File: config.mk
export PLATFORM = sky130hd
export DESIGN_NAME = rsa_arith_unit
export DESIGN_NICKNAME = d
export VERILOG_FILES = /design/src/rtl/alu_defs.sv /design/src/rtl/rsa_modmul.sv /design/src/rtl/rsa_arith_unit.sv
export SDC_FILE = /design/constraint.sdc
export NUM_CORES = 1
export LEC_CHECK = 0
export CORE_MARGIN = 3
export CORE_UTILIZATION = 55
export CTS_CLUSTER_SIZE = 30
export DETAILED_ROUTE_END_ITERATION = 12
export PLACE_DENSITY = 0.72
export SETUP_SLACK_MARGIN = 0.3
export SYNTH_ARGS = -nofsm -noshare
export SYNTH_HDL_FRONTEND = slang
export SYNTH_SLANG_ARGS = --single-unit
File: constraint.sdc
create_clock -name clk -period 13.7 [get_ports clk]
set_input_delay 1.37 -clock clk [delete_from_list [all_inputs] [get_ports clk]]
set_output_delay 1.37 -clock clk [all_outputs]
set_load 0.02 [all_outputs]
File: src/rtl/alu_defs.sv
// rtl/alu_defs.sv - opcode encodings, arithmetic-unit FSM states and step-count helper
package alu_defs;

    localparam logic [2:0] ARITH_ADD = 3'd0;
    localparam logic [2:0] ARITH_SUB = 3'd1;
    localparam logic [2:0] ARITH_MOD = 3'd2;
    localparam logic [2:0] ARITH_EXP = 3'd3;
    localparam logic [2:0] AND_      = 3'd4;
    localparam logic [2:0] OR_       = 3'd5;
    localparam logic [2:0] MOV_      = 3'd6;

    typedef enum logic [2:0] {IDLE, REDUCE, MUL, SQR, FINISH} au_state_t;

    // One multiplier bit is consumed per cycle.
    function automatic int au_mulsteps(input int width);
        return width;
    endfunction

endpackage

File: src/rtl/rsa_modmul.sv
// rtl/rsa_modmul.sv - iterative (x*y) mod m, MSB-first interleaved shift-add, WIDTH cycles
module rsa_modmul
    import alu_defs::*;
#(
    parameter int WIDTH = 16
) (
    input  logic             clk,
    input  logic             rst_n,
    input  logic             start,
    input  logic [WIDTH-1:0] x,
    input  logic [WIDTH-1:0] y,
    input  logic [WIDTH-1:0] m,
    output logic             done,
    output logic [WIDTH-1:0] result
);

    localparam int STEPS = au_mulsteps(WIDTH);
    localparam int CW = $clog2(STEPS);
    localparam logic [CW-1:0] LAST = CW'(STEPS - 1);

    logic             active;
    logic [CW-1:0]    cnt;
    logic [WIDTH-1:0] xs;
    logic [WIDTH-1:0] yq;
    logic [WIDTH-1:0] mq;
    logic [WIDTH+1:0] r;
    logic [WIDTH+1:0] m_ext;
    logic [WIDTH+1:0] t0;
    logic [WIDTH+1:0] t1;
    logic [WIDTH+1:0] t2;

    // r < m, so 2r + y < 3m: two conditional subtracts restore r < m.
    always_comb begin
        m_ext = {2'b00, mq};
        t0    = (r << 1) + (xs[WIDTH-1] ? {2'b00, yq} : '0);
        t1    = (t0 >= m_ext) ? t0 - m_ext : t0;
        t2    = (t1 >= m_ext) ? t1 - m_ext : t1;
    end

    // done is combinational in the last step so the caller can chain a new start on the same edge.
    assign done   = active && (cnt == LAST);
    assign result = t2[WIDTH-1:0];

    always_ff @(posedge clk or negedge rst_n) begin
        if (!rst_n) begin
            active <= 1'b0;
            cnt    <= '0;
            xs     <= '0;
            yq     <= '0;
            mq     <= '0;
            r      <= '0;
        end else if (start) begin
            active <= 1'b1;
            cnt    <= '0;
            xs     <= x;
            yq     <= y;
            mq     <= m;
            r      <= '0;
        end else if (active) begin
            r   <= t2;
            xs  <= xs << 1;
            cnt <= cnt + 1'b1;
            if (cnt == LAST) active <= 1'b0;
        end
    end

endmodule

File: src/rtl/rsa_arith_unit.sv
// rtl/rsa_arith_unit.sv - multi-cycle ADD/SUB/MOD/EXP unit; ARITH_LOGIC_OPS_EN adds AND_/OR_/MOV_
module rsa_arith_unit
    import alu_defs::*;
#(
    parameter int WIDTH = 16,
    parameter int OPW   = 3
) (
    input  logic             clk,
    input  logic             rst_n,
    input  logic             start,
    input  logic [OPW-1:0]   op,
    input  logic [WIDTH-1:0] a,
    input  logic [WIDTH-1:0] b,
    input  logic [WIDTH-1:0] m,
    output logic             busy,
    output logic             done,
    output logic [WIDTH-1:0] result,
    output logic             carry,
    output logic             err
);

    localparam int CW = $clog2(WIDTH);
    localparam logic [CW-1:0] LAST = CW'(WIDTH - 1);
    localparam logic [OPW-1:0] OP_ADD = OPW'(ARITH_ADD);
    localparam logic [OPW-1:0] OP_SUB = OPW'(ARITH_SUB);
    localparam logic [OPW-1:0] OP_MOD = OPW'(ARITH_MOD);
    localparam logic [OPW-1:0] OP_EXP = OPW'(ARITH_EXP);
`ifdef ARITH_LOGIC_OPS_EN
    localparam logic [OPW-1:0] OP_AND = OPW'(AND_);
    localparam logic [OPW-1:0] OP_OR  = OPW'(OR_);
    localparam logic [OPW-1:0] OP_MOV = OPW'(MOV_);
`endif

    au_state_t        state, state_d;
    logic [WIDTH-1:0] e, e_d, base, base_d, acc, acc_d, m_q, m_d, a_sh, a_sh_d;
    logic [WIDTH:0]   rem, rem_d, rem_shift, rem_nxt, m_ext, sum, diff;
    logic [CW-1:0]    cnt, cnt_d;
    logic             exp_q, exp_d, carry_q, carry_d, err_q, err_d, busy_d;
    logic [WIDTH-1:0] res_q, res_d, acc_init;
    logic             mm_start, mm_done;
    logic [WIDTH-1:0] mm_x, mm_y, mm_res;

    rsa_modmul #(.WIDTH(WIDTH)) u_modmul (
        .clk    (clk),
        .rst_n  (rst_n),
        .start  (mm_start),
        .x      (mm_x),
        .y      (mm_y),
        .m      (m_q),
        .done   (mm_done),
        .result (mm_res)
    );

    always_comb begin
        state_d  = state;
        e_d      = e;
        base_d   = base;
        acc_d    = acc;
        m_d      = m_q;
        a_sh_d   = a_sh;
        rem_d    = rem;
        cnt_d    = cnt;
        exp_d    = exp_q;
        res_d    = res_q;
        carry_d  = carry_q;
        err_d    = err_q;
        mm_start = 1'b0;
        mm_x     = base;
        mm_y     = base;
        sum       = {1'b0, a} + {1'b0, b};
        diff      = {1'b0, a} - {1'b0, b};
        acc_init  = (m_q == WIDTH'(1)) ? '0 : WIDTH'(1);
        m_ext     = {1'b0, m_q};
        rem_shift = (rem << 1) | {{WIDTH{1'b0}}, a_sh[WIDTH-1]};
        rem_nxt   = (rem_shift >= m_ext) ? rem_shift - m_ext : rem_shift;
        case (state)
            IDLE: begin
                if (start && !busy) begin
                    m_d     = m;
                    e_d     = b;
                    a_sh_d  = a;
                    rem_d   = '0;
                    cnt_d   = '0;
                    exp_d   = (op == OP_EXP);
                    res_d   = '0;
                    carry_d = 1'b0;
                    err_d   = 1'b0;
                    state_d = FINISH;
                    case (op)
                        OP_ADD: {carry_d, res_d} = sum;
                        OP_SUB: {carry_d, res_d} = diff;
                        OP_MOD, OP_EXP: begin
                            if (m == '0) err_d = 1'b1;
                            else         state_d = REDUCE;
                        end
`ifdef ARITH_LOGIC_OPS_EN
                        OP_AND: res_d = a & b;
                        OP_OR:  res_d = a | b;
                        OP_MOV: res_d = b;
`endif
                        default: err_d = 1'b1;
                    endcase
                end
            end
            REDUCE: begin
                a_sh_d = a_sh << 1;
                rem_d  = rem_nxt;
                cnt_d  = cnt + 1'b1;
                if (cnt == LAST) begin
                    base_d = rem_nxt[WIDTH-1:0];
                    if (!exp_q) begin
                        res_d   = rem_nxt[WIDTH-1:0];
                        state_d = FINISH;
                    end else begin
                        acc_d = acc_init;
                        if (e == '0) begin
                            res_d   = acc_init;
                            state_d = FINISH;
                        end else begin
                            mm_start = 1'b1;
                            mm_x     = e[0] ? acc_init : rem_nxt[WIDTH-1:0];
                            mm_y     = rem_nxt[WIDTH-1:0];
                            state_d  = e[0] ? MUL : SQR;
                        end
                    end
                end
            end
            MUL: begin
                if (mm_done) begin
                    acc_d = mm_res;
                    // Skip the trailing square once no exponent bits remain.
                    if (e[WIDTH-1:1] == '0) begin
                        res_d   = mm_res;
                        state_d = FINISH;
                    end else begin
                        mm_start = 1'b1;
                        state_d  = SQR;
                    end
                end
            end
            SQR: begin
                if (mm_done) begin
                    base_d = mm_res;
                    e_d    = e >> 1;
                    if (e[WIDTH-1:1] == '0) begin
                        res_d   = acc;
                        state_d = FINISH;
                    end else begin
                        mm_start = 1'b1;
                        mm_x     = e[1] ? acc : mm_res;
                        mm_y     = mm_res;
                        state_d  = e[1] ? MUL : SQR;
                    end
                end
            end
            FINISH:  state_d = IDLE;
            default: state_d = IDLE;
        endcase
        busy_d = (state_d != IDLE);
    end

    always_ff @(posedge clk or negedge rst_n) begin
        if (!rst_n) begin
            state   <= IDLE;
            e       <= '0;
            base    <= '0;
            acc     <= '0;
            m_q     <= '0;
            a_sh    <= '0;
            rem     <= '0;
            cnt     <= '0;
            exp_q   <= 1'b0;
            res_q   <= '0;
            carry_q <= 1'b0;
            err_q   <= 1'b0;
            busy    <= 1'b0;
            done    <= 1'b0;
            result  <= '0;
            carry   <= 1'b0;
            err     <= 1'b0;
        end else begin
            state   <= state_d;
            e       <= e_d;
            base    <= base_d;
            acc     <= acc_d;
            m_q     <= m_d;
            a_sh    <= a_sh_d;
            rem     <= rem_d;
            cnt     <= cnt_d;
            exp_q   <= exp_d;
            res_q   <= res_d;
            carry_q <= carry_d;
            err_q   <= err_d;
            busy    <= busy_d;
            done    <= (state == FINISH);
            if (state == FINISH) begin
                result <= res_q;
                carry  <= carry_q;
                err    <= err_q;
            end
        end
    end

endmodule

-- Word-level counts from Yosys, hierarchy flattened
Index checks and enable logic that the tools add are counted.
- mux-type cells: 75
- $add $sub $neg: 8
- reductions and logical operators: 24
- equal/unequal tests: 18
- bitwise logic cells: 1
- magnitude comparators: 3
- operators with widths (cell ; count):
    $mux W16 ; 32
    $pmux W16 S2 ; 8
    $pmux W16 S4 ; 1
    $mux W17 ; 3
    $ge A18 B16 Y1 ; 2
    $logic_not A16 Y1 ; 2
    $mux W3 ; 10
    $add A18 B16 Y18 ; 1
    $mux W18 ; 1
    $sub A18 B16 Y18 ; 1
    $add A16 B16 Y17 ; 1
    $ge A17 B16 Y1 ; 1
    $or A17 B1 Y17 ; 1
    $sub A16 B16 Y17 ; 1
    $sub A17 B16 Y17 ; 1
    $eq A16 B1 Y1 const B ; 1
    $sub A16 B16 Y16 ; 1
    $logic_not A15 Y1 ; 1
    $ne A2 B2 Y1 const B ; 7
    $eq A3 B2 Y1 const B ; 4
    $mux W1 ; 12
    $mux W4 ; 3
    $pmux W3 S4 ; 1
    $reduce_bool A2 Y1 ; 5
    17 further kinds ; 28
- word-level logic and storage cells: 152
- flip-flop bits (word level): 212
- bits of input ports: 54

-- Depth between registers and ports, before layout
Gate-level depths: netlist (run 1).
- depth in word-level cells: 11
- mapped depth: 35

-- By module
Synthesis (run 1) repeated with hierarchy kept, for this count alone.
- cell total of the unflattened synthesis: 1784
- area, all modules: 15295.9 µm²
- by module, submodules not included (module ; area an instance (µm²) ; cells each ; instances):
    rsa_arith_unit ; 9516.6 ; 1141 ; 1
    rsa_modmul ; 5779.3 ; 643 ; 1

-- Worst setup path after synthesis (run 1)
OpenSTA, ideal clock, no wires.
- kind: flip-flop to flip-flop
- start: register u_modmul.xs[15]
- end: register u_modmul.xs[11]
- cell stages (with the launch flop): 35
- path buffers: 5
- data required time: 13.558 ns
- period minus slack after synthesis: 6.751 ns
- path slack: 6.949 ns
- setup time: 0.142 ns
- data arrival time: 6.609 ns
- cell sequence: dfrtp_1 -> clkbuf_1 -> and2_1 -> ha_1 -> inv_1 -> fa_1 -> nand2b_1 -> a21o_1 -> nand3_1 -> a32oi_1 -> nand2_1 -> xor2_1 -> ha_1 -> clkbuf_1 -> a21o_1 -> a31oi_1 -> o31ai_4 -> and3_1 -> a2111oi_2 -> buf_6 -> buf_8 -> mux2i_1 -> inv_1 -> ha_1 -> a21o_1 -> a21oi_1 -> nor2b_1 -> nor3_1 -> o211a_1 -> nand4b_1 -> nor2_1 -> clkbuf_1 -> nor3_1 -> o311ai_0 -> o211ai_1
- longest elaborated chain between the ends: 11
- elaborated cells on any way between the ends: 13
- ends and longest elaborated chain (element ; line ; RTL):
    from (decl) ; rsa_modmul.sv:23 ; logic [WIDTH-1:0] xs;
    from (signal assigned) ; rsa_modmul.sv:61 ; xs <= xs << 1;
    $mux W16 * ; rsa_modmul.sv:35 ; t0 = (r << 1) + (xs[WIDTH-1] ? {2'b00, yq} : '0);
    $add A18 B16 Y18 * ; rsa_modmul.sv:35 ;
    $sub A18 B16 Y18 or $ge A18 B16 Y1 (tied branches) ; rsa_modmul.sv:36 ; t1 = (t0 >= m_ext) ? t0 - m_ext : t0;
    $mux W18 * ; rsa_modmul.sv:36 ;
    $sub A17 B16 Y17 or $ge A18 B16 Y1 (tied branches) ; rsa_modmul.sv:37 ; t2 = (t1 >= m_ext) ? t1 - m_ext : t1;
    $mux W17 * ; rsa_modmul.sv:37 ;
    $mux W16 * ; rsa_arith_unit.sv:150 ; mm_x = e[1] ? acc : mm_res;
    $mux W16 * ; rsa_arith_unit.sv:145 ; if (e[WIDTH-1:1] == '0) begin
    $mux W16 * ; rsa_arith_unit.sv:142 ; if (mm_done) begin
    $pmux W16 S2 * ; rsa_arith_unit.sv:76 ; case (state)
    $mux W16 * ; rsa_modmul.sv:52 ; end else if (start) begin
Every way passes the cells marked *; elsewhere a longest branch is shown, timed or not.
A chain may end at the register's enable or synchronous reset.

-- Worst setup path after layout (run 1)
- start: register u_modmul.xs[15]
- end: register base[1]
- longest elaborated chain between the ends: 8
- elaborated cells on any way between the ends: 10
- ends and longest elaborated chain (element ; line ; RTL):
    $mux W16 * ; rsa_modmul.sv:35 ;
    $add A18 B16 Y18 * ; rsa_modmul.sv:35 ;
    $sub A18 B16 Y18 or $ge A18 B16 Y1 (tied branches) ; rsa_modmul.sv:36 ;
    $mux W18 * ; rsa_modmul.sv:36 ;
    $sub A17 B16 Y17 or $ge A18 B16 Y1 (tied branches) ; rsa_modmul.sv:37 ;
    $mux W17 * ; rsa_modmul.sv:37 ;
    $mux W16 * ; rsa_arith_unit.sv:142 ;
    $pmux W16 S2 * ; rsa_arith_unit.sv:76 ;
    to (signal assigned) ; rsa_arith_unit.sv:184 ; base <= base_d;
    to (decl) ; rsa_arith_unit.sv:35 ; logic [WIDTH-1:0] e, e_d, base, base_d, acc, acc_d, m_q, m_d, a_sh, a_sh_d;
Every way passes the cells marked *; elsewhere a longest branch is shown, timed or not. The select of a mux whose other input is x is not followed.

==> results of run 1 <==
==> layout make-up <==
class,count,area [um^2]
clock buffer,36,737
clock inverter,7,82.6
sequential,212,5310
fill,2366,10000
timing repair buffer,90,863
inverter,92,345
tap,372,465
multi-input combinational,1435,9250
==> placed cells by master (no fill, tap or decap), types with 31 or more instances in the layout <==
cell,netlist,layout
o21ai_0,181,181
dfrtp_1,212,212
mux2i_1,31,31
nor3_1,35,35
nand2_1,240,240
a21oi_1,129,128
a31oi_1,42,42
ha_1,97,97
inv_1,92,92
nor2_1,139,139
nand3_1,44,43
xnor2_1,37,37
clkdlybuf4s50_1,0,72
==> power breakdown <==
part / internal, W / total (W) / switching (W)
registers: 0.000778 / 0.000893 / 0.000116
clock network: 0.000392 / 0.000668 / 0.000275
logic: 0.000657 / 0.00195 / 0.00129
==> state kept, by name (all words and copies together), names as in the netlist, 3 cells and up <==
name	flops
a_sh	16
u_modmul.yq	16
res_q	16
u_modmul.cnt	4
e	16
base	16
u_modmul.r	17
result	16
cnt	4
acc	16
m_q	16
state	3
rem	16
u_modmul.xs	16
u_modmul.mq	16
==> layer usage <==
metal	part of all wire	wire length (um)	GRT usage	vias up
li1	-	-	-	6670
met1	0.45	22300	0.498	7016
met2	0.44	22100	0.516	671
met3	0.084	4180	0.0473	104
met4	0.030	1480	0.0878	0
met5	0	0	0	-
==> through the flow <==
stage / total power (W) / instances / cell area [um^2]
2_1_floorplan: 0.00216 / 1830 / 15200
3_3_place_gp: 0.00277 / 2201 / 16200
3_5_place_dp: 0.00279 / 2201 / 16200
4_1_cts: 0.00347 / 2244 / 17100
5_1_grt: 0.00370 / 2244 / 17100
6_report: 0.00351 / 2244 / 17100
==> tightest hold or removal path, cell delays in order, from the launching register on <==
cell     delay (ns)
dfrtp_1        0.34
nand2_1        0.05
o21ai_0        0.06
==> worst max-delay path by stage <==
stage                                start                     endpoint  slack, ns  cells after the start
6_report       u_modmul.xs[15]$_DFFE_PN0P_          base[1]$_DFFE_PN0P_       5.32                     31
3_3_place_gp   u_modmul.xs[15]$_DFFE_PN0P_         base[13]$_DFFE_PN0P_       5.82                     31
4_1_cts        u_modmul.xs[15]$_DFFE_PN0P_         base[13]$_DFFE_PN0P_       5.51                     31
5_1_grt        u_modmul.xs[15]$_DFFE_PN0P_         base[13]$_DFFE_PN0P_       4.70                     31
3_5_place_dp   u_modmul.xs[15]$_DFFE_PN0P_         base[13]$_DFFE_PN0P_       5.50                     31
2_1_floorplan  u_modmul.xs[15]$_DFFE_PN0P_  u_modmul.xs[11]$_DFFE_PN0P_       6.95                     34
==> cell families (layout without fill, tap and decap cells) <==
kind of cell             count (synthesis)  after routing  share of synthesized area
flip-flops                             212            212                      0.348
buffers and inverters                  183            225                     0.0473
multiplexers                            59             59                     0.0415
AND/OR/NAND/NOR                        594            594                      0.177
AO/OA/AOI/OAI                          615            615                      0.262
XOR/XNOR                                64             64                     0.0368
adder cells (fa/ha/maj)                103            103                     0.0875
==> flow_summary_export.csv, run 1 <==
group,metric,value,unit
outcome,status,"finished, final reports clean",
cts,h-tree-depth,1,
setup_path,critPathRequiredTime,14.08,ns
hold_path,hold_start,"u_modmul.mq[3]$_DFFE_PN0P_",
die,dieArea,29700,um^2
setup_path,crit_slowest_cell,"dfrtp_1",
die,io_pins,74,
placement,place_hpwl,37.4,mm
global_routing,grt_pass1_wl,78.2,mm
setup_path,cpPeakStageDelay,0.63,ns
cells_and_area,final_core_util,0.629,
sta,worst_pin_slew,1.18,ns
cells_and_area,layout-drive-gt1-share,0.0700,
sta,max_freq,0.119,GHz
global_routing,antenna_found_initial,0,
pwr,ir_worst_vdd,134,uV
sta,setup_ws,5.32,ns
detailed_routing,avgRoutedWirePerCell,22.3,um
die,die_w,172,um
sta,period_minus_slack,8.38,ns
detailed_routing,via_count,14500,
placement,io_buffers,73,
detailed_routing,viasPerCell,6.44,
cts,clock_sinks,212,
synthesis,synth_ff_type,"dfrtp_1",
setup_path,path_class,"reg2reg",
cells_and_area,nNetsFinal,2013,
synthesis,synthesis.nets,1987,
setup_path,reg2reg_slack,5.32,ns
synthesis,ys_types,85,
synthesis,synthesis.area,15200,um^2
synthesis,ys_top_cells_by_count,"240 x nand2_1, 212 x dfrtp_1, 181 x o21ai_0",
setup_path,cp_top_family,"simple AND/OR/NAND/NOR gates",
detailed_routing,drc,0,
setup_path,worst-path-max-fanout,20,
hold_path,holdPathStages,2,
cts,clk_pin_slew,0.06,ns
setup_path,end_kind,"flop",
sta,slew_headroom,0.211,
synthesis,async_reset_ff_frac,1.00,
detailed_routing,wirelength,50.1,mm
sta,rsz0062_at_grt,"false",
cts,cts_tree,"done",
cts,post_cts_resized,0,
global_routing,grt_pass1_vias,13700,
sta,setup-violations-final,0,
flow_run,maxCapViolCount,0,
placement,gp_congestion,0.966,
hold_path,hold_path_end,"u_modmul.mq[3]$_DFFE_PN0P_",
synthesis,ys_ff_latch,212,
synthesis,syn_inst,1830,
cts,clockBufferDepth,3,
pwr,leakage,7.53,nW
synthesis,synthTopCellsByArea,"dfrtp_1 35%, ha_1 8.0%, o21ai_0 5.9%",
sta,clock-skew-final,0.0255,ns
synthesis,avgSynthCellArea,8.33,um^2
synthesis,synth_top_area_share,0.348,
synthesis,ys_seq_area_frac,0.348,
synthesis,synth_edf_count,0,
synthesis,yosys.area.top_type,"dfrtp_1",
synthesis,synth_warnings,0,
cts,cts_root_buffer,"clkbuf_16",
setup_path,crit_buf_inv,4,
detailed_routing,drt_first_pass_iters,5,
global_routing,grt_max_degree,131,
sta,drv_slew,0,
hold_path,hp-class,"reg2reg",
global_routing,grt-ovfl-total,0,
placement,post-place-ws,5.50,ns
global_routing,grt_use_total,0.335,
cells_and_area,diodes,0,
die,die_height,172,um
sta,fin_crit_sh,0.612,
detailed_routing,drt.antenna.violating_nets,0,
setup_path,rr_endpoint,"base[1]$_DFFE_PN0P_",
sta,hold_violations,0,
setup_path,critPathArrivalTime,8.76,ns
sta,tns,0,ns
die,core_region_area,27100,um^2
cts,postCtsSetupBuffers,0,
cts,numCtsBuffers,25,
cells_and_area,area_growth,11.9,%
pwr,power_density,206,nW/um^2
die,initial_core_util,0.562,
setup_path,r2r_cells,31,
sta,hold_ws,0.478,ns
setup_path,start_kind,"flop",
detailed_routing,initialDrtViolationCount,1698,
synthesis,synth_most_common_cell,"nand2_1",
cts,postCtsHoldBufs,0,
setup_path,rr_startpoint,"u_modmul.xs[15]$_DFFE_PN0P_",
die,rows,60,
cts,clk_latency,0.55,ns
Power figures use the tool's default switching activity.
==> run 2, diff against run 1 <==
==> constraint.sdc (replaced) <==
create_clock -name clk -period 8.65 [get_ports clk]
set_input_delay 0.865 -clock clk [delete_from_list [all_inputs] [get_ports clk]]
set_output_delay 0.865 -clock clk [all_outputs]
set_load 0.02 [all_outputs]
==> flow_summary_export.csv, run 2 (synthesis results as in run 1) <==
group,metric,value,unit
flow_run,maxCapViolCount,0,
setup_path,critPathArrivalTime,8.11,ns
sta,max_freq,0.129,GHz
placement,place_hpwl,37.0,mm
sta,period_minus_slack,7.76,ns
cells_and_area,layout_common_cells,"240 x nand2_1, 211 x dfrtp_1, 181 x o21ai_0",
sta,drv_slew,0,
cells_and_area,layout-drive-gt1-share,0.0749,
setup_path,crit_buf_inv,4,
setup_path,critPathRequiredTime,9.00,ns
pwr,ir_worst_vdd,236,uV
cts,h-tree-depth,1,
setup_path,rr_startpoint,"u_modmul.xs[15]$_DFFE_PN0P_",
pwr,leakage,7.55,nW
cts,cts_root_buffer,"clkbuf_16",
pwr,power_density,325,nW/um^2
die,initial_core_util,0.562,
sta,setup_ws,0.885,ns
die,dieArea,29700,um^2
setup_path,end_kind,"flop",
detailed_routing,via_count,14400,
cells_and_area,nNetsFinal,2022,
sta,tns,0,ns
global_routing,grt_use_total,0.327,
sta,rsz0062_at_grt,"false",
cts,clock_sinks,212,
placement,dp.cells,2209,
hold_path,hp-class,"in2async",
setup_path,path_class,"reg2reg",
cts,clk_pin_slew,0.07,ns
die,die_height,172,um
cts,clockBufferDepth,3,
setup_path,crit_start,"u_modmul.xs[15]$_DFFE_PN0P_",
die,io_pins,74,
sta,slew_headroom,0.167,
cells_and_area,largest_reg_flops,17,
cts,postCtsHoldBufs,0,
outcome,status,"finished, final reports clean",
die,die_w,172,um
placement,io_buffers,73,
die,core_region_area,27100,um^2
cts,clk_latency,0.54,ns
sta,hold_ws,0.316,ns
global_routing,grt-ovfl-total,0,
setup_path,start_kind,"flop",
detailed_routing,wirelength,49.5,mm
cells_and_area,area_growth,12.1,%
cells_and_area,top_register,"u_modmul.r",
sta,setup-violations-final,0,
global_routing,grt_pass1_vias,13500,
cells_and_area,multi_input_area,9260,um^2
die,rows,60,
detailed_routing,initialDrtViolationCount,1548,
cells_and_area,diodes,0,
placement,gp_congestion,1.03,
sta,clock-skew-final,0.0277,ns
cells_and_area,seqCellArea,5310,um^2
setup_path,crit_slowest_cell,"dfrtp_2",
sta,hold_violations,0,
detailed_routing,avgRoutedWirePerCell,22.0,um
global_routing,antenna_found_initial,0,
cts,cts_tree,"done",
setup_path,cpPeakStageDelay,0.52,ns
sta,worst_pin_slew,1.22,ns
global_routing,grt_max_degree,87,
placement,placed_area,16300,um^2
placement,post-place-ws,0.453,ns
detailed_routing,viasPerCell,6.40,
setup_path,worst-path-max-fanout,18,
sta,fin_crit_sh,0.898,
cts,numCtsBuffers,24,
cells_and_area,layout.cells.non_filler,2254,
cells_and_area,finalInstanceArea,17100,um^2
detailed_routing,drt_first_pass_iters,6,
cells_and_area,nFillCells,2339,
detailed_routing,drt.antenna.violating_nets,0,
global_routing,grt_pass1_wl,76.2,mm
setup_path,cp_top_family,"compound AO/OA/AOI/OAI gates",
detailed_routing,drc,0,
cells_and_area,layout_commonest_cell,"nand2_1",
[run 2: layout make-up]
type                       count  area share
sequential                   212       0.311
multi-input combinational   1435       0.542
clock inverter                 7     0.00447
clock buffer                  36      0.0407
tap                          372      0.0272
timing repair buffer         100      0.0549
inverter                      92      0.0202
[run 2: final timing paths]
kind,endpoint,slack (ns),cells after the start
hold / removal,u_modmul.r[16]$_DFFE_PN0P_,0.32,1
max in group asynchronous,m_q[0]$_DFFE_PN0P_,6.20,3
hold reg to reg,err_q$_DFFE_PN0P_,0.48,2
min in group clk,err_q$_DFFE_PN0P_,0.48,2
setup / recovery,u_modmul.yq[15]$_DFFE_PN0P_,0.89,32
setup reg to reg,u_modmul.yq[15]$_DFFE_PN0P_,0.89,32
[run 2: what timing repair did]
| action | 4_1_cts | 5_1_grt |
|---|---|---|
| setup buffers | 0 | 2 |
| gates resized for setup | 0 | 3 |
| setup endpoints to repair | 0 | 95 |
[run 2: per-layer routing]
layer	track usage	share of wire	vias to the layer above
li1	-	-	6688
met1	0.465	0.43	6913
met2	0.507	0.44	710
met3	0.0647	0.097	120
met4	0.0982	0.036	0
met5	0	0	-
[run 2: report_power, final]
part           internal, W  switching, W  total, W  leakage [nW]
sequential         0.00123      0.000186   0.00142          2.78
clock             0.000586      0.000426   0.00101         0.373
combinational      0.00109       0.00204   0.00313          4.40
[run 2: stage by stage]
| step | total power, W | util |
|---|---|---|
| after floorplan | 0.00342 | - |
| after CTS | 0.00548 | 0.630 |
| after global placement | 0.00442 | 0.601 |
| after global routing | 0.00587 | 0.630 |
| final | 0.00556 | 0.630 |
| after detailed placement | 0.00446 | 0.601 |
[run 2: worst reg2reg max path: cells and delay by family, from the launching register on]
kind                     cells  cell delay, ns
AO/OA/AOI/OAI               15            3.36
adder cells (fa/ha/maj)      4            1.30
buffers and inverters        4            0.60
flip-flops                   1            0.52
multiplexers                 1            0.39
AND/OR/NAND/NOR              8            1.45
